<file path="config.mk">
export PLATFORM = sky130hd
export DESIGN_NAME = cache_fill_arbiter
export DESIGN_NICKNAME = d
export VERILOG_FILES = /design/src/rtl/cache_fill_arbiter.sv
export SDC_FILE = /design/constraint.sdc
export NUM_CORES = 1
export LEC_CHECK = 0
export CAP_MARGIN = 25
export CORE_UTILIZATION = 37
export DETAILED_ROUTE_END_ITERATION = 10
export PLACE_DENSITY = 0.89
export SYNTH_ARGS = -nofsm -noshare
export SYNTH_HDL_FRONTEND = slang
export SYNTH_SLANG_ARGS = --single-unit
</file>
<file path="constraint.sdc">
create_clock -name clk -period 2.06 [get_ports clk]
set_clock_uncertainty 0.15 [all_clocks]
set_input_delay 0.206 -clock clk [delete_from_list [all_inputs] [get_ports clk]]
set_output_delay 0.206 -clock clk [all_outputs]
set_load 0.01 [all_outputs]
</file>
<file path="src/rtl/cache_fill_arbiter.sv">
// Arbitrates I-cache and D-cache misses onto one pipelined memory port and sequences
// the block fill: address issue, data write-back, tag write and pipeline stalls.
module cache_fill_arbiter #(
    parameter int ADDR_W = 16,
    parameter int WORDS  = 8
) (
    input  logic              clk,
    input  logic              rst,
    input  logic              icache_miss,
    input  logic [ADDR_W-1:0] icache_miss_addr,
    input  logic              dcache_miss,
    input  logic [ADDR_W-1:0] dcache_miss_addr,
    input  logic              mem_data_valid,
    input  logic [15:0]       mem_data_in,
    output logic              mem_en,
    output logic [ADDR_W-1:0] mem_addr,
    output logic              fill_sel,
    output logic              fill_wr_en,
    output logic [ADDR_W-1:0] fill_addr,
    output logic [15:0]       fill_data,
    output logic              fill_tag_wr,
    output logic              icache_stall,
    output logic              dcache_stall,
    output logic              busy
);

    localparam int CNT_W = $clog2(WORDS) + 1;
    localparam int OFF_W = $clog2(2 * WORDS);
    localparam logic [ADDR_W-1:0] BASE_MASK = {{(ADDR_W-OFF_W){1'b1}}, {OFF_W{1'b0}}};

    typedef enum logic [1:0] {
        S_IDLE = 2'd0,
        S_FILL = 2'd1,
        S_DONE = 2'd2
    } state_t;

    state_t             state_q, state_d;
    logic               sel_q, sel_d;
    logic [ADDR_W-1:0]  base_q, base_d;
    logic [CNT_W-1:0]   issue_cnt_q, issue_cnt_d;
    logic [CNT_W-1:0]   recv_cnt_q, recv_cnt_d;

    // State and counter registers.
    always_ff @(posedge clk or posedge rst) begin
        if (rst) begin
            state_q     <= S_IDLE;
            sel_q       <= 1'b0;
            base_q      <= {ADDR_W{1'b0}};
            issue_cnt_q <= {CNT_W{1'b0}};
            recv_cnt_q  <= {CNT_W{1'b0}};
        end else begin
            state_q     <= state_d;
            sel_q       <= sel_d;
            base_q      <= base_d;
            issue_cnt_q <= issue_cnt_d;
            recv_cnt_q  <= recv_cnt_d;
        end
    end

    // Next-state and output decode; D-cache wins ties because it holds the older instruction.
    always_comb begin
        state_d     = state_q;
        sel_d       = sel_q;
        base_d      = base_q;
        issue_cnt_d = issue_cnt_q;
        recv_cnt_d  = recv_cnt_q;
        mem_en      = 1'b0;
        mem_addr    = {ADDR_W{1'b0}};
        fill_wr_en  = 1'b0;
        fill_addr   = {ADDR_W{1'b0}};
        fill_tag_wr = 1'b0;
        case (state_q)
            S_IDLE: begin
                if (dcache_miss) begin
                    sel_d       = 1'b1;
                    base_d      = dcache_miss_addr & BASE_MASK;
                    issue_cnt_d = {CNT_W{1'b0}};
                    recv_cnt_d  = {CNT_W{1'b0}};
                    state_d     = S_FILL;
                end else if (icache_miss) begin
                    sel_d       = 1'b0;
                    base_d      = icache_miss_addr & BASE_MASK;
                    issue_cnt_d = {CNT_W{1'b0}};
                    recv_cnt_d  = {CNT_W{1'b0}};
                    state_d     = S_FILL;
                end else begin
                    state_d = S_IDLE;
                end
            end
            S_FILL: begin
                if (issue_cnt_q < CNT_W'(WORDS)) begin
                    mem_en      = 1'b1;
                    mem_addr    = base_q + ADDR_W'({issue_cnt_q, 1'b0});
                    issue_cnt_d = issue_cnt_q + CNT_W'(1);
                end else begin
                    mem_en = 1'b0;
                end
                if (mem_data_valid) begin
                    fill_wr_en = 1'b1;
                    fill_addr  = base_q + ADDR_W'({recv_cnt_q, 1'b0});
                    recv_cnt_d = recv_cnt_q + CNT_W'(1);
                    if (recv_cnt_q == CNT_W'(WORDS - 1)) begin
                        state_d = S_DONE;
                    end else begin
                        state_d = S_FILL;
                    end
                end else begin
                    fill_wr_en = 1'b0;
                end
            end
            S_DONE: begin
                fill_tag_wr = 1'b1;
                state_d     = S_IDLE;
            end
            default: begin
                state_d = S_IDLE;
            end
        endcase
    end

    assign fill_sel     = sel_q;
    assign fill_data    = mem_data_in;
    assign busy         = (state_q != S_IDLE);
    assign icache_stall = icache_miss & ~((state_q == S_DONE) & ~sel_q);
    assign dcache_stall = dcache_miss & ~((state_q == S_DONE) & sel_q);

endmodule

</file>
==> results of run 1 <==
## synthesized netlist by cell type, drive strengths merged
cell,n,share of area [%]
nand3b,1,0.43
a21oi,8,2.3
or3,4,1.5
o31a,2,1.1
inv,8,1.7
nor3b,2,1.2
nand2,8,1.7
conb,1,0.22
nor4bb,1,0.58
and2,17,6.2
o221ai,1,0.50
a22oi,1,0.43
nor2,11,3.2
xnor2,2,1.0
dfrtp,23,33
xor2,3,1.5
nand4,5,2.2
ha,4,2.9
a21boi,1,0.43
mux2,24,16
nand4b,2,1.0
nor3,2,0.58
nand3,3,1.4
nor4,1,0.36
o21ai,10,2.9
buf,25,11
a31o,1,0.50
a22o,1,0.50
o211ai,1,0.43
or4,3,1.3
o21a,1,0.43
o31ai,5,2.2
## worst paths after layout
path,startpoint,to,slack (ns),cells after the start
min,rst,base_q[11],0.15,3
max reg2reg,state_q[1],base_q[10],0.29,6
max in group asynchronous,rst,state_q[1],1.34,3
min in group clk,mem_data_in[0],fill_data[0],0.26,0
max,recv_cnt_q[3],fill_addr[9],-0.17,7
min reg2reg,recv_cnt_q[0],recv_cnt_q[0],0.41,1
## layout by cell type, fill, tap and decap left out, types with 2 or more instances in the layout
master / n
sky130_fd_sc_hd__nor2_1: 9
sky130_fd_sc_hd__xor2_1: 2
sky130_fd_sc_hd__nor2_4: 2
sky130_fd_sc_hd__clkbuf_2: 2
sky130_fd_sc_hd__or4_4: 2
sky130_fd_sc_hd__o21ai_0: 10
sky130_fd_sc_hd__buf_4: 41
sky130_fd_sc_hd__nand4_1: 4
sky130_fd_sc_hd__buf_12: 2
sky130_fd_sc_hd__dlygate4sd2_1: 14
sky130_fd_sc_hd__o31ai_1: 5
sky130_fd_sc_hd__clkbuf_8: 3
sky130_fd_sc_hd__nand2_1: 8
sky130_fd_sc_hd__conb_1: 2
sky130_fd_sc_hd__nor3_1: 2
sky130_fd_sc_hd__buf_6: 7
sky130_fd_sc_hd__clkdlybuf4s50_1: 32
sky130_fd_sc_hd__ha_4: 2
sky130_fd_sc_hd__nand3_4: 2
sky130_fd_sc_hd__nand4b_1: 2
sky130_fd_sc_hd__buf_2: 13
sky130_fd_sc_hd__clkdlybuf4s15_1: 3
sky130_fd_sc_hd__mux2_2: 24
sky130_fd_sc_hd__ha_1: 2
sky130_fd_sc_hd__dfrtp_1: 22
sky130_fd_sc_hd__a21oi_2: 4
sky130_fd_sc_hd__and2_1: 16
sky130_fd_sc_hd__xnor2_1: 2
sky130_fd_sc_hd__inv_1: 7
sky130_fd_sc_hd__a21oi_1: 4
sky130_fd_sc_hd__or3_1: 3
## layer usage
metal	track usage, %	vias up
li1	-	819
met1	27.4	835
met2	38.2	84
met3	4.33	14
met4	9.52	0
met5	0	-
## state kept, by name (all words and copies together) (netlist names)
signal / count
state_q: 2
issue_cnt_q: 4
base_q: 12
fill_sel: 1
recv_cnt_q: 4
## per-stage QoR
stage	worst slack (ns)	total power, mW
after global routing	-0.231	3.86
after detailed placement	-0.255	3.08
after floorplan	0.230	1.94
final	-0.165	3.61
after CTS	-0.164	3.52
after global placement	-0.217	3.02
## power by group
| group | internal (mW) | switching (mW) | leakage, nW | total, mW |
|---|---|---|---|---|
| logic | 1.32 | 1.06 | 0.933 | 2.38 |
| registers | 0.667 | 0.273 | 0.277 | 0.940 |
| clock network | 0.138 | 0.155 | 0.0228 | 0.293 |
## kinds of logic (layout without fill, tap and decap cells)
group | Yosys count | in the layout
AND/OR/NAND/NOR | 60 | 60
buffers and inverters | 33 | 127
AO/OA/AOI/OAI | 32 | 32
multiplexers | 24 | 24
flip-flops | 23 | 23
XOR/XNOR | 5 | 5
adder cells (fa/ha/maj) | 4 | 4
other | 1 | 2
## worst reg2reg max path: cells and delay by family, from the launching register on
family / cells / cell delay, ns
buf+inv: 3 / 0.43
mux: 1 / 0.35
flops: 1 / 0.46
simple gates: 2 / 0.28
## cell type report
type / instances / area share [%]
repair buffers: 115 / 35.8
clock buffers: 4 / 1.64
multi-input cells: 127 / 38.1
well taps: 52 / 2.36
flip-flops and latches: 23 / 20.9
inverters: 8 / 1.09
## repair_timing
item	CTS	global route
setup buffers	14	5
endpoints found under the setup margin	31	21
hold buffers	0	0
cloned	2	0
pin swaps	1	13
gates resized for setup	81	28
==> report_table.html, run 1 <==
<table>
<tr><th>Metric</th><th>Value</th></tr>
<tr><th colspan="2">Floorplan</th></tr>
<tr><td>Vertical die dimension</td><td>70.5 um</td></tr>
<tr><td>Initial standard-cell utilization of the core</td><td>39.0%</td></tr>
<tr><td>Die span in x</td><td>70.5 um</td></tr>
<tr><td>Total Die Area</td><td>0.00497 mm2</td></tr>
<tr><td>Top-level I/O count</td><td>108</td></tr>
<tr><td>Placement Rows</td><td>24</td></tr>
<tr><td>Core Footprint</td><td>0.00444 mm2</td></tr>
<tr><th colspan="2">Routing</th></tr>
<tr><td>Remaining antenna violation count after routing</td><td>0</td></tr>
<tr><td>DR pass1 iterations</td><td>7</td></tr>
<tr><td>Post-Route M1 WL</td><td>2210 um</td></tr>
<tr><td>Met3 wirelength from detailed routing</td><td>436 um</td></tr>
<tr><td>Number of design-rule violations left by the first detailed-router iteration</td><td>138</td></tr>
<tr><td>Vias</td><td>1752</td></tr>
<tr><td>Wire length per cell after detailed routing</td><td>16.6 um</td></tr>
<tr><td>Detail Route met2 WL</td><td>2690 um</td></tr>
<tr><td>Residual DRC count</td><td>20</td></tr>
<tr><td>Uppermost signal routing layer after detailed routing</td><td>met4</td></tr>
<tr><td>Avg Vias per Cell</td><td>5.33</td></tr>
<tr><td>Total Wirelength</td><td>5470 um</td></tr>
<tr><th colspan="2">Finish</th></tr>
<tr><td>Fillers</td><td>359</td></tr>
<tr><td>Non-filler cells in the finished layout</td><td>329</td></tr>
<tr><td>Core Util, Final</td><td>62.0%</td></tr>
<tr><td>Total non-filler cell area in the finished layout</td><td>0.00275 mm2</td></tr>
<tr><td>Fraction of final layout cells with drive strength greater than 1</td><td>41.5%</td></tr>
<tr><td>Layout-stage area growth over the synthesis result</td><td>58.7%</td></tr>
<tr><td>Nets</td><td>335</td></tr>
<tr><td>Number of diodes added for antenna fixing</td><td>0</td></tr>
<tr><td>Reg area</td><td>577 um2</td></tr>
<tr><td>Area of the multi-input gates</td><td>0.00105 mm2</td></tr>
<tr><th colspan="2">Synthesis</th></tr>
<tr><td>Combinational family with the most area after synthesis</td><td>simple AND/OR/NAND/NOR gates</td></tr>
<tr><td>Syn_area_per_cell</td><td>9.54 um2</td></tr>
<tr><td>Area share of fa/ha/maj cells after synthesis</td><td>2.88%</td></tr>
<tr><td>Ys Warns</td><td>0</td></tr>
<tr><td>Post-synthesis share of cell area spent on and, or, nand and nor gates</td><td>21.7%</td></tr>
<tr><td>Xor-xnor portion of the synthesized cell area</td><td>2.52%</td></tr>
<tr><td>Yosys cell types</td><td>41</td></tr>
<tr><td>Cell area after synthesis</td><td>0.00174 mm2</td></tr>
<tr><td>Post-synthesis compound-gate area fraction</td><td>11.7%</td></tr>
<tr><td>Register bit count reported by yosys</td><td>23</td></tr>
<tr><td>Sequential area share after synthesis</td><td>33.2%</td></tr>
<tr><td>Multiplexer fraction of the synthesized cell area</td><td>15.6%</td></tr>
<tr><td>Cell count after synthesis</td><td>182</td></tr>
<tr><th colspan="2">Placed design</th></tr>
<tr><td>Quantity of I/O buffers inserted on ports</td><td>65</td></tr>
<tr><td>Cell area after placement</td><td>0.00251 mm2</td></tr>
<tr><td>Gpl congestion</td><td>0.829</td></tr>
<tr><td>Total instance count after detailed placement</td><td>305</td></tr>
<tr><td>HPWL after detailed placement</td><td>3520 um</td></tr>
<tr><th colspan="2">GRT</th></tr>
<tr><td>Number of global-route vias before repair</td><td>1764</td></tr>
<tr><td>First-pass GRT wire length</td><td>8660 um</td></tr>
<tr><td>Number of antenna violations at the first check in global routing</td><td>0</td></tr>
<tr><td>Total congestion overflow</td><td>0</td></tr>
<tr><td>All-Layer GR Usage</td><td>22.4%</td></tr>
<tr><td>Maximum number of pins on one net before global-route repair</td><td>24</td></tr>
<tr><th colspan="2">Timing</th></tr>
<tr><td>Crit path time final</td><td>2.23 ns</td></tr>
<tr><td>Slack of the critical path</td><td>-0.165 ns</td></tr>
<tr><td>Count of endpoints failing setup in the final report</td><td>7</td></tr>
<tr><td>Fraction of the cycle the final worst path needs</td><td>108%</td></tr>
<tr><td>Setup repair after global routing missed its margin</td><td>yes</td></tr>
<tr><td>Highest achievable clock rate</td><td>0.449 GHz</td></tr>
<tr><td>Setup Total Neg Slack</td><td>-0.635 ns</td></tr>
<tr><td>Final Hold Violating Endpoints</td><td>0</td></tr>
<tr><td>Final worst hold slack</td><td>0.154 ns</td></tr>
<tr><td>Max-slew violation count</td><td>0</td></tr>
<tr><th colspan="2">CTS</th></tr>
<tr><td>Maximum root-to-sink buffer count</td><td>2</td></tr>
<tr><td>Number of levels in the clock H-tree</td><td>1</td></tr>
<tr><td>Number of clock buffers inserted by TritonCTS</td><td>3</td></tr>
<tr><td>CTS clk-pin slew, worst paths</td><td>0.09 ns</td></tr>
<tr><td>Number of clock sinks seen by CTS</td><td>23</td></tr>
<tr><td>CTS tree</td><td>yes</td></tr>
<tr><td>Root buf cell</td><td>sky130_fd_sc_hd__clkbuf_8</td></tr>
<tr><td>Clock insertion delay at the later pin of the skew report</td><td>0.27 ns</td></tr>
<tr><th colspan="2">Setup path</th></tr>
<tr><td>Crit path capture type</td><td>output pin</td></tr>
<tr><td>Cell repeated most along the worst path</td><td>sky130_fd_sc_hd__buf_6</td></tr>
<tr><td>WS Path Type</td><td>reg2out</td></tr>
<tr><td>Kind of launch point of the worst setup path</td><td>flip-flop</td></tr>
<tr><td>CP delay by family, top</td><td>simple AND/OR/NAND/NOR gates</td></tr>
<tr><td>Buf+Inv Stages, Crit Path</td><td>3</td></tr>
<tr><td>Required time reported for the critical path endpoint</td><td>1.70 ns</td></tr>
<tr><td>CP Max Fanout</td><td>3</td></tr>
<tr><td>Endpoint arrival time on the critical path</td><td>1.87 ns</td></tr>
<tr><td>Critical path, cell by cell</td><td>buf_6 &gt; ha_4 &gt; nand3_4 &gt; buf_6 &gt; or3_1 &gt; a21oi_1 &gt; buf_2</td></tr>
<tr><td>Worst path slowest cell</td><td>sky130_fd_sc_hd__dfrtp_1</td></tr>
<tr><td>Delay of the slowest cell on the worst path</td><td>0.44 ns</td></tr>
<tr><th colspan="2">Pwr</th></tr>
<tr><td>Total power divided by cell area</td><td>1310 mW/mm2</td></tr>
<tr><td>Worst IR drop on VDD</td><td>0.594 mV</td></tr>
<tr><td>Leakage power</td><td>1.23 nW</td></tr>
<tr><th colspan="2">Status</th></tr>
<tr><td>Outcome</td><td>finished with violations</td></tr>
<tr><td>Violations in the final reports</td><td>DRC, setup timing</td></tr>
<tr><th colspan="2">Min path</th></tr>
<tr><td>Worst hold path class</td><td>in2async</td></tr>
<tr><th colspan="2">Flow run</th></tr>
<tr><td>Number of max-cap violations</td><td>0</td></tr>
</table>
No activity file was read; power rests on OpenSTA's default activity.
==> run 2, diff against run 1 <==
--- a/config.mk
+++ b/config.mk
@@ -9,6 +9,7 @@
 export CORE_UTILIZATION = 37
 export DETAILED_ROUTE_END_ITERATION = 10
 export PLACE_DENSITY = 0.89
+export RECOVER_POWER = 50
 export SYNTH_ARGS = -nofsm -noshare
 export SYNTH_HDL_FRONTEND = slang
 export SYNTH_SLANG_ARGS = --single-unit
==> constraint.sdc (replaced) <==
create_clock -name clk -period 2.28 [get_ports clk]
set_clock_uncertainty 0.15 [all_clocks]
set_input_delay 0.228 -clock clk [delete_from_list [all_inputs] [get_ports clk]]
set_output_delay 0.228 -clock clk [all_outputs]
set_load 0.01 [all_outputs]
==> report_table.html, run 2 (synthesized netlist as in run 1, its figures left out) <==
<table>
<tr><th>Metric</th><th>Value</th></tr>
<tr><th colspan="2">Pwr</th></tr>
<tr><td>Worst IR drop on VDD</td><td>0.651 mV (was 0.594 mV)</td></tr>
<tr><td>Leakage power</td><td>1.04 nW (was 1.23 nW)</td></tr>
<tr><td>Total power divided by cell area</td><td>1200 mW/mm2 (was 1310 mW/mm2)</td></tr>
<tr><th colspan="2">Timing</th></tr>
<tr><td>Final Hold Violating Endpoints</td><td>0 (unchanged)</td></tr>
<tr><td>Highest achievable clock rate</td><td>0.437 GHz</td></tr>
<tr><td>Setup repair after global routing missed its margin</td><td>yes (unchanged)</td></tr>
<tr><td>Count of endpoints failing setup in the final report</td><td>1 (was 7)</td></tr>
<tr><td>Fraction of the cycle the final worst path needs</td><td>100%</td></tr>
<tr><td>Headroom to the max-slew limit</td><td>15.1%</td></tr>
<tr><td>Crit path time final</td><td>2.29 ns</td></tr>
<tr><td>Max-slew violation count</td><td>0 (unchanged)</td></tr>
<tr><td>Transition time of the tightest slew-check pin</td><td>1.27 ns</td></tr>
<tr><td>Slack of the critical path</td><td>-0.00885 ns (was -0.165 ns)</td></tr>
<tr><th colspan="2">Routing</th></tr>
<tr><td>Remaining antenna violation count after routing</td><td>0 (unchanged)</td></tr>
<tr><td>Total Wirelength</td><td>4590 um (was 5470 um)</td></tr>
<tr><td>Vias</td><td>1568 (was 1752)</td></tr>
<tr><td>Residual DRC count</td><td>20 (unchanged)</td></tr>
<tr><td>Number of design-rule violations left by the first detailed-router iteration</td><td>130 (was 138)</td></tr>
<tr><td>Avg Vias per Cell</td><td>5.23 (was 5.33)</td></tr>
<tr><td>Wire length per cell after detailed routing</td><td>15.3 um (was 16.6 um)</td></tr>
<tr><td>DR pass1 iterations</td><td>7 (unchanged)</td></tr>
<tr><th colspan="2">Floorplan</th></tr>
<tr><td>Top-level I/O count</td><td>108 (unchanged)</td></tr>
<tr><td>Vertical die dimension</td><td>70.5 um (unchanged)</td></tr>
<tr><td>Placement Rows</td><td>24 (unchanged)</td></tr>
<tr><td>Initial standard-cell utilization of the core</td><td>39.0% (unchanged)</td></tr>
<tr><td>Total Die Area</td><td>0.00497 mm2 (unchanged)</td></tr>
<tr><td>Core Footprint</td><td>0.00444 mm2 (unchanged)</td></tr>
<tr><td>Die span in x</td><td>70.5 um (unchanged)</td></tr>
<tr><th colspan="2">CTS</th></tr>
<tr><td>Root buf cell</td><td>sky130_fd_sc_hd__clkbuf_8 (unchanged)</td></tr>
<tr><td>Maximum root-to-sink buffer count</td><td>2 (unchanged)</td></tr>
<tr><td>CTS clk-pin slew, worst paths</td><td>0.09 ns (about the same)</td></tr>
<tr><td>Total of hold buffers inserted after clock tree synthesis</td><td>0 (unchanged)</td></tr>
<tr><td>Clock insertion delay at the later pin of the skew report</td><td>0.27 ns (about the same)</td></tr>
<tr><td>Number of levels in the clock H-tree</td><td>1 (unchanged)</td></tr>
<tr><td>Number of clock buffers inserted by TritonCTS</td><td>3 (unchanged)</td></tr>
<tr><td>CTS tree</td><td>yes (unchanged)</td></tr>
<tr><td>Number of clock sinks seen by CTS</td><td>23 (unchanged)</td></tr>
<tr><th colspan="2">GRT</th></tr>
<tr><td>Number of antenna violations at the first check in global routing</td><td>0 (unchanged)</td></tr>
<tr><td>Number of global-route vias before repair</td><td>1653 (was 1764)</td></tr>
<tr><td>Maximum number of pins on one net before global-route repair</td><td>24 (unchanged)</td></tr>
<tr><td>Total congestion overflow</td><td>0 (unchanged)</td></tr>
<tr><td>First-pass GRT wire length</td><td>7690 um (was 8660 um)</td></tr>
<tr><td>All-Layer GR Usage</td><td>19.2% (was 22.4%)</td></tr>
<tr><th colspan="2">Placed design</th></tr>
<tr><td>Gpl congestion</td><td>0.782 (was 0.829)</td></tr>
<tr><td>HPWL after detailed placement</td><td>3330 um (was 3520 um)</td></tr>
<tr><td>Total instance count after detailed placement</td><td>294 (was 305)</td></tr>
<tr><td>Cell area after placement</td><td>0.00241 mm2 (was 0.00251 mm2)</td></tr>
<tr><td>Placement-stage worst setup slack</td><td>-0.163 ns (was -0.255 ns)</td></tr>
<tr><td>Quantity of I/O buffers inserted on ports</td><td>65 (unchanged)</td></tr>
<tr><th colspan="2">Setup path</th></tr>
<tr><td>Endpoint arrival time on the critical path</td><td>1.91 ns (was 1.87 ns)</td></tr>
<tr><td>WS Path Type</td><td>reg2out (unchanged)</td></tr>
<tr><td>CP delay by family, top</td><td>simple AND/OR/NAND/NOR gates (unchanged)</td></tr>
<tr><td>Kind of launch point of the worst setup path</td><td>flip-flop (unchanged)</td></tr>
<tr><td>Delay of the slowest cell on the worst path</td><td>0.54 ns (was 0.44 ns)</td></tr>
<tr><td>Crit path capture type</td><td>output pin (unchanged)</td></tr>
<tr><td>CP Max Fanout</td><td>8 (was 3)</td></tr>
<tr><td>Setup slack of the worst register-to-register path</td><td>0.25 ns (was 0.29 ns)</td></tr>
<tr><td>Buf+Inv Stages, Crit Path</td><td>1 (was 3)</td></tr>
<tr><td>Worst path slowest cell</td><td>sky130_fd_sc_hd__or4_4 (was sky130_fd_sc_hd__dfrtp_1)</td></tr>
<tr><td>Critical path, cell by cell</td><td>ha_4 &gt; nand3_4 &gt; or4_4 &gt; a21oi_2 &gt; clkdlybuf4s15_2 (was buf_6 &gt; ha_4 &gt; nand3_4 &gt; buf_6 &gt; or3_1 &gt; a21oi_1 &gt; buf_2)</td></tr>
<tr><td>Required time reported for the critical path endpoint</td><td>1.90 ns (was 1.70 ns)</td></tr>
<tr><th colspan="2">Finish</th></tr>
<tr><td>Number of flip-flops in the largest register</td><td>12 (unchanged)</td></tr>
<tr><td>Non-filler cells in the finished layout</td><td>300 (was 329)</td></tr>
<tr><td>Top reg by flops</td><td>base_q (unchanged)</td></tr>
<tr><td>Highest-count cells in the layout ignoring fill and taps</td><td>51 x sky130_fd_sc_hd__clkdlybuf4s50_1, 24 x sky130_fd_sc_hd__mux2_2, 21 x sky130_fd_sc_hd__dfrtp_1 (was 41 x sky130_fd_sc_hd__buf_4, 32 x sky130_fd_sc_hd__clkdlybuf4s50_1, 24 x sky130_fd_sc_hd__mux2_2)</td></tr>
<tr><td>Most common cell after layout, fill and taps aside</td><td>sky130_fd_sc_hd__clkdlybuf4s50_1 (was sky130_fd_sc_hd__buf_4)</td></tr>
<tr><td>Layout-stage area growth over the synthesis result</td><td>43.4% (was 58.7%)</td></tr>
<tr><td>Total non-filler cell area in the finished layout</td><td>0.00249 mm2 (was 0.00275 mm2)</td></tr>
<tr><td>Fraction of final layout cells with drive strength greater than 1</td><td>29.0% (was 41.5%)</td></tr>
<tr><td>Fillers</td><td>363 (was 359)</td></tr>
<tr><td>Nets</td><td>306 (was 335)</td></tr>
<tr><td>Number of diodes added for antenna fixing</td><td>0 (unchanged)</td></tr>
<tr><td>Largest registers</td><td>base_q x12, issue_cnt_q x4, recv_cnt_q x4 (unchanged)</td></tr>
<tr><th colspan="2">Status</th></tr>
<tr><td>Violations in the final reports</td><td>DRC, setup timing (unchanged)</td></tr>
<tr><td>Outcome</td><td>finished with violations (unchanged)</td></tr>
<tr><th colspan="2">Flow run</th></tr>
<tr><td>Number of max-cap violations</td><td>0 (unchanged)</td></tr>
<tr><th colspan="2">Min path</th></tr>
<tr><td>Worst hold path class</td><td>in2out (was in2async)</td></tr>
</table>
[run 2: changes by cell type in the layout (fill, tap and decap cells not counted), sizes merged]
| cell | delta |
|---|---|
| dlymetal6s2s | +2 |
| clkinvlp | +1 |
| clkdlybuf4s15 | -2 |
| buf | -40 |
| clkdlybuf4s50 | +19 |
| dlygate4sd2 | -13 |
| clkbuf | +1 |
| dlygate4sd3 | +3 |
[run 2: worst reg2reg max path, cell delays in order (launching register included)]
cell and delay (ns):
sky130_fd_sc_hd__dfrtp_2 0.47, sky130_fd_sc_hd__buf_4 0.16, sky130_fd_sc_hd__nor2_1 0.15, sky130_fd_sc_hd__inv_1 0.15
sky130_fd_sc_hd__nor2_4 0.43, sky130_fd_sc_hd__mux2_2 0.40
[run 2: final timing paths]
| kind | end | cells after the start | from |
|---|---|---|---|
| max | fill_addr[13] | 5 | base_q[4] |
| min | fill_data[0] | 0 | mem_data_in[0] |
| max reg2reg | base_q[10] | 5 | state_q[0] |
| min reg2reg | recv_cnt_q[0] | 1 | recv_cnt_q[0] |
| max in group asynchronous | state_q[0] | 3 | rst |
| min in group asynchronous | fill_sel | 3 | rst |
[run 2: what timing repair did]
action                     CTS  global route
resized for setup           20            21
setup endpoints to repair    9            22
pin swaps                    0             1
setup buffers                2             0
[run 2: area by class of cell]
class                           instances  area (um2)  share of cell area [%]
Clock buffer                            3        41.3                    1.66
Clock inverter                          1        7.51                   0.302
Inverter                                8        30.0                    1.21
Multi-Input combinational cell        127         985                    39.6
Sequential cell                        23         578                    23.2
Tap cell                               52        65.1                    2.61
Timing Repair Buffer                   86         782                    31.4
[run 2: through the flow]
| step | hold slack [ns] | util, % | total power, mW | TNS [ns] |
|---|---|---|---|---|
| final | 0.306 | 56.0 | 2.97 | -0.00885 |
| after global routing | 0.306 | 56.0 | 3.19 | -0.129 |
| after CTS | 0.161 | 56.2 | 2.98 | -0.0461 |
| after detailed placement | 0.306 | 54.3 | 2.68 | -0.459 |
| after global placement | 0.306 | 54.3 | 2.61 | -0.259 |
| after floorplan | 0.0799 | - | 1.75 | 0 |
[run 2: routing by layer]
layer / vias up / track usage (%) / part of all wire, % / wire length, um
met5: - / 0 / 0 / 0
met4: 0 / 5.90 / 1.4 / 65
met3: 9 / 3.61 / 6.4 / 292
met2: 59 / 32.3 / 49 / 2250
met1: 744 / 25.0 / 43 / 1990
li1: 756 / - / - / -
[run 2: power breakdown]
part	internal (mW)	switching, mW	leakage [nW]	total, mW
clock network	0.124	0.146	0.0217	0.270
registers	0.605	0.266	0.277	0.870
logic	1.05	0.781	0.745	1.83
